===== src/rtl/gen_gamma_pkg.sv =====
// Shared types and defaults for the gen_gamma coder sequencing logic.
package gen_gamma_pkg;

    typedef enum logic [2:0] {
        IDLE   = 3'd0,
        LOAD   = 3'd1,
        SETTLE = 3'd2,
        MIX    = 3'd3,
        OUT    = 3'd4
    } gg_state_t;

    localparam int GG_SIZE       = 8;
    localparam int GG_SETTLE_DEF = 2;
    localparam int GG_CNT_W      = 16;

endpackage


===== src/rtl/gen_gamma_sequencer.sv =====
// Sequences one gen_gamma_coder: capture word and key (set0), wait for the mix
// path to settle, capture mixed data (set1), then hand {nk, md} downstream.
module gen_gamma_sequencer
    import gen_gamma_pkg::*;
#(
    parameter int SIZE       = GG_SIZE,
    parameter int SETTLE_CYC = GG_SETTLE_DEF,
    parameter int CNT_W      = GG_CNT_W
) (
    input  logic             clk,
    input  logic             rst,
    input  logic             in_valid,
    output logic             in_ready,
    input  logic [SIZE-1:0]  in_id,
    output logic             cd_rst_n,
    output logic             cd_set0,
    output logic             cd_set1,
    output logic [SIZE-1:0]  cd_id,
    input  logic [SIZE-1:0]  cd_nk,
    input  logic [SIZE:0]    cd_md,
    output logic             out_valid,
    input  logic             out_ready,
    output logic [SIZE-1:0]  out_nk,
    output logic [SIZE:0]    out_md,
    output logic             busy,
    output logic [CNT_W-1:0] word_cnt
);

    // Counter is loaded one short because the cycle that sees zero is itself a SETTLE cycle.
    localparam logic [7:0] SETTLE_LD = 8'(SETTLE_CYC - 1);

    gg_state_t  state;
    logic [7:0] settle_cnt;

    assign cd_rst_n = ~rst;
    assign out_nk   = cd_nk;
    assign out_md   = cd_md;

    // Outputs are registered alongside the state so each equals a decode of the new state.
    always_ff @(posedge clk) begin
        if (rst) begin
            state      <= IDLE;
            cd_id      <= '0;
            settle_cnt <= '0;
            word_cnt   <= '0;
            cd_set0    <= 1'b0;
            cd_set1    <= 1'b0;
            out_valid  <= 1'b0;
            in_ready   <= 1'b1;
            busy       <= 1'b0;
        end else begin
            case (state)
                IDLE: begin
                    if (in_valid) begin
                        cd_id    <= in_id;
                        state    <= LOAD;
                        cd_set0  <= 1'b1;
                        in_ready <= 1'b0;
                        busy     <= 1'b1;
                    end
                end
                LOAD: begin
                    cd_set0    <= 1'b0;
                    settle_cnt <= SETTLE_LD;
                    state      <= SETTLE;
                end
                SETTLE: begin
                    if (settle_cnt != 8'd0) begin
                        settle_cnt <= settle_cnt - 8'd1;
                    end else begin
                        state   <= MIX;
                        cd_set1 <= 1'b1;
                    end
                end
                MIX: begin
                    cd_set1   <= 1'b0;
                    out_valid <= 1'b1;
                    state     <= OUT;
                end
                OUT: begin
                    if (out_ready) begin
                        out_valid <= 1'b0;
                        word_cnt  <= word_cnt + 1'b1;
                        in_ready  <= 1'b1;
                        busy      <= 1'b0;
                        state     <= IDLE;
                    end
                end
                default: begin
                    state     <= IDLE;
                    cd_set0   <= 1'b0;
                    cd_set1   <= 1'b0;
                    out_valid <= 1'b0;
                    in_ready  <= 1'b1;
                    busy      <= 1'b0;
                end
            endcase
        end
    end

endmodule


===== config.mk =====
export PLATFORM = sky130hd
export DESIGN_NAME = gen_gamma_sequencer
export DESIGN_NICKNAME = d
export VERILOG_FILES = /design/src/rtl/gen_gamma_pkg.sv /design/src/rtl/gen_gamma_sequencer.sv
export SDC_FILE = /design/constraint.sdc
export NUM_CORES = 1
export LEC_CHECK = 0
export BUFFER_PORTS_ARGS = -buffer_cell sky130_fd_sc_hd__buf_2
export CAP_MARGIN = 20
export CORE_MARGIN = 2
export CORE_UTILIZATION = 48
export CTS_CLUSTER_DIAMETER = 40
export DETAILED_ROUTE_END_ITERATION = 7
export HOLD_SLACK_MARGIN = 0.15
export PLACE_DENSITY = 0.79
export RECOVER_POWER = 100
export SETUP_SLACK_MARGIN = 0.2
export SYNTH_ARGS = -nofsm -noshare
export SYNTH_HDL_FRONTEND = slang
export SYNTH_SLANG_ARGS = --single-unit

===== constraint.sdc =====
create_clock -name clk -period 2.2 [get_ports clk]
set_clock_uncertainty 0.1 [all_clocks]
set_input_delay 0.44 -clock clk [delete_from_list [all_inputs] [get_ports clk]]
set_output_delay 0.44 -clock clk [all_outputs]
set_load 0.05 [all_outputs]

==> impl_metrics.toml <==
[sta]
period_needed_ns = 1.99
final_max_slew_viol_count = 0
rsz0062_at_grt = "no"
finalSetupViolations = 0
hold_viol = 0
finalCritPeriodShare = 0.906
fin_ws_ns = 0.208
maxSlewHeadroom = 0.603
setup_tns_ns = 0
worst_slew_pin_slew_ns = 0.599
hold_slack_ns = 0.274
fmax_mhz = 502

[layout]
multiInputGateArea_um2 = 920
fin_cells = 313
fin_nets = 296
drive_above_1_share = 0.147
antenna_cells = 0
final-seq-area_um2 = 816
nFillCells = 372
areaGrowthSynthToFinish_pct = 13.2

[route]
routed_wl_um = 3910
via_per_inst = 5.42
vias = 1696
drt_first_pass_iters = 4
ant_nets = 0
drt_iter0_markers = 81
avgRoutedWirePerCell_um = 12.5
drc = 0

[setup_path]
cpPeakStageDelay_ns = 0.66
required_ns = 2.32
setup.worst_path.start_class = "register"
worstRegToRegCells = 4
r2r-end = "word_cnt[15]"
cp_max_fo = 8
critPathArrivalTime_ns = 2.11
setup.worst_path.end = "word_cnt[15]"
r2r-start = "state[1]"
r2r_setup_slack_ns = 0.21
endpoint_kind = "register"
crit_slowest_cell = "or4_1"
critPathKind = "reg2reg"
startpoint = "state[1]"
path_cells = "nand4bb_2 -> or4_1 -> or4_1 -> a21oi_1"
crit_top_cell = "or4_1"

[synthesis]
synth_area_leaders = "dfxtp_1 (42%), buf_4 (6.7%), a21oi_1 (6.6%)"
ys_types = 36
yosysTopAreaCell = "dfxtp_1"
synth-edff-count = 0
yosysWarnings = 0
synth_area_um2 = 1910
yosysMostFrequentCell = "dfxtp_1"
synthesis.nets = 264
yosysSeqAreaShare = 0.420
synthTopCellsByCount = "dfxtp_1 (40), nand2_1 (29), a21oi_1 (25), nor2_1 (20), buf_4 (17)"
synth-seq-cells = 40
avgSynthCellArea_um2 = 8.22
netlist_instances = 232
synth_top_area_share = 0.420
synth-main-ff-cell = "dfxtp_1"
async_flop_share = 0

[floorplan]
start_util = 0.510
die_h_um = 67.1
pin_count = 76
die-area_um2 = 4500
die_w_um = 67.1
core_um2 = 3740
row_count = 22

[outcome]
status = "complete, no violations"

[placed_design]
dp.cells = 305
finalWeightedCongestion = 0.825
dp_slack_ns = 0.0991
port_buffers = 41
place_hpwl_um = 2760

[clock_network]
cts_tree = "yes"
cts_resized = 0
cts_hold_buffers = 0
cts_htree_levels = 2
cts.reportedPaths.clkPinSlew_ns = 0.08
post_cts_buffers = 0
cts_buffers = 5
cts_root_buffer = "clkbuf_8"
clock_sinks = 40
cts.path.max_buffers = 2
clk_latency_ns = 0.29

[global_route]
grt_overflow = 0
grt_pass1_wl_um = 6540
grt_max_degree = 20
grt_pass1_vias = 1549
grt_use_total = 0.190
antenna_found_initial = 0

[job]
maxCapViolations = 0

[power]
leakage_nw = 0.751
cellPowerDensity_nw_per_um2 = 1140
worst_ir_drop_vdd_mv = 0.649

[worst_hold_path]
min_path_type = "in2reg"
## report_power, final
group	internal (mW)	switching [mW]	total, mW
sequential	0.841	0.0816	0.922
clock	0.254	0.258	0.512
combinational	0.363	0.664	1.03
## cells in the final DEF, fill, tap and decap left out, types with 5 or more instances in the layout
master,netlist,final
clkbuf_1,7,33
clkbuf_8,0,6
nor2_1,20,20
o21ai_0,8,8
nor4_1,5,5
a21oi_1,25,25
inv_1,10,10
xnor2_1,9,9
nand3_1,5,5
dfxtp_1,40,32
buf_2,2,11
nand2_1,29,29
dfxtp_2,0,6
or3_1,7,7
nor3_1,9,9
buf_4,17,6
or4_1,4,5
## through the flow
step,util,power (mW),cell area (um2)
floorplan,-,1.78,1950
global placement,0.565,1.95,2120
detailed placement,0.565,1.98,2120
CTS,0.591,2.50,2210
global route,0.577,2.64,2160
finish,0.577,2.46,2160
## critical path: cells and delay by family, from the launching register on
family           cells  cell delay [ns]
AO/OA/AOI/OAI        1             0.14
AND/OR/NAND/NOR      3             1.37
flip-flops           1             0.31
## sequential cells by signal (all words and copies together) (netlist names)
signal      count
cd_set1         1
in_ready        1
busy            1
settle_cnt      8
out_valid       1
cd_id           8
state           3
cd_set0         1
word_cnt       16
## layout make-up
class	count	share of cell area
Multi-Input combinational cell	156	0.426
Clock buffer	6	0.0382
Tap cell	48	0.0278
Inverter	10	0.0174
Timing Repair Buffer	51	0.106
Sequential cell	40	0.378
Clock inverter	2	0.00695
## cell families (layout without fill, tap and decap cells)
kind of cell,Yosys count,after routing,synth area share
compound gates,46,46,0.142
xor+xnor,10,10,0.0459
fa+ha+maj,3,3,0.0197
buf+inv,36,69,0.106
flops,40,40,0.420
mux,3,3,0.0164
simple gates,94,94,0.251
## how the worst min path moves through the flow
stage                       start             to  slack [ns]  cells after the start
floorplan           settle_cnt[7]  settle_cnt[7]        0.36                      2
global placement         cd_id[3]       cd_id[3]        0.34                      2
detailed placement       cd_id[3]       cd_id[3]        0.35                      2
CTS                      in_id[0]       cd_id[0]        0.27                      3
global route             in_id[1]       cd_id[1]        0.27                      3
finish                   in_id[1]       cd_id[1]        0.27                      3
## per-layer routing
layer	vias to the layer above	global-route usage	part of all wire
met5	-	0	0
met4	0	0.0918	0.014
met3	5	0.0405	0.073
met2	58	0.313	0.46
met1	776	0.233	0.45
li1	857	-	-
No activity file was read; power rests on OpenSTA's default activity.
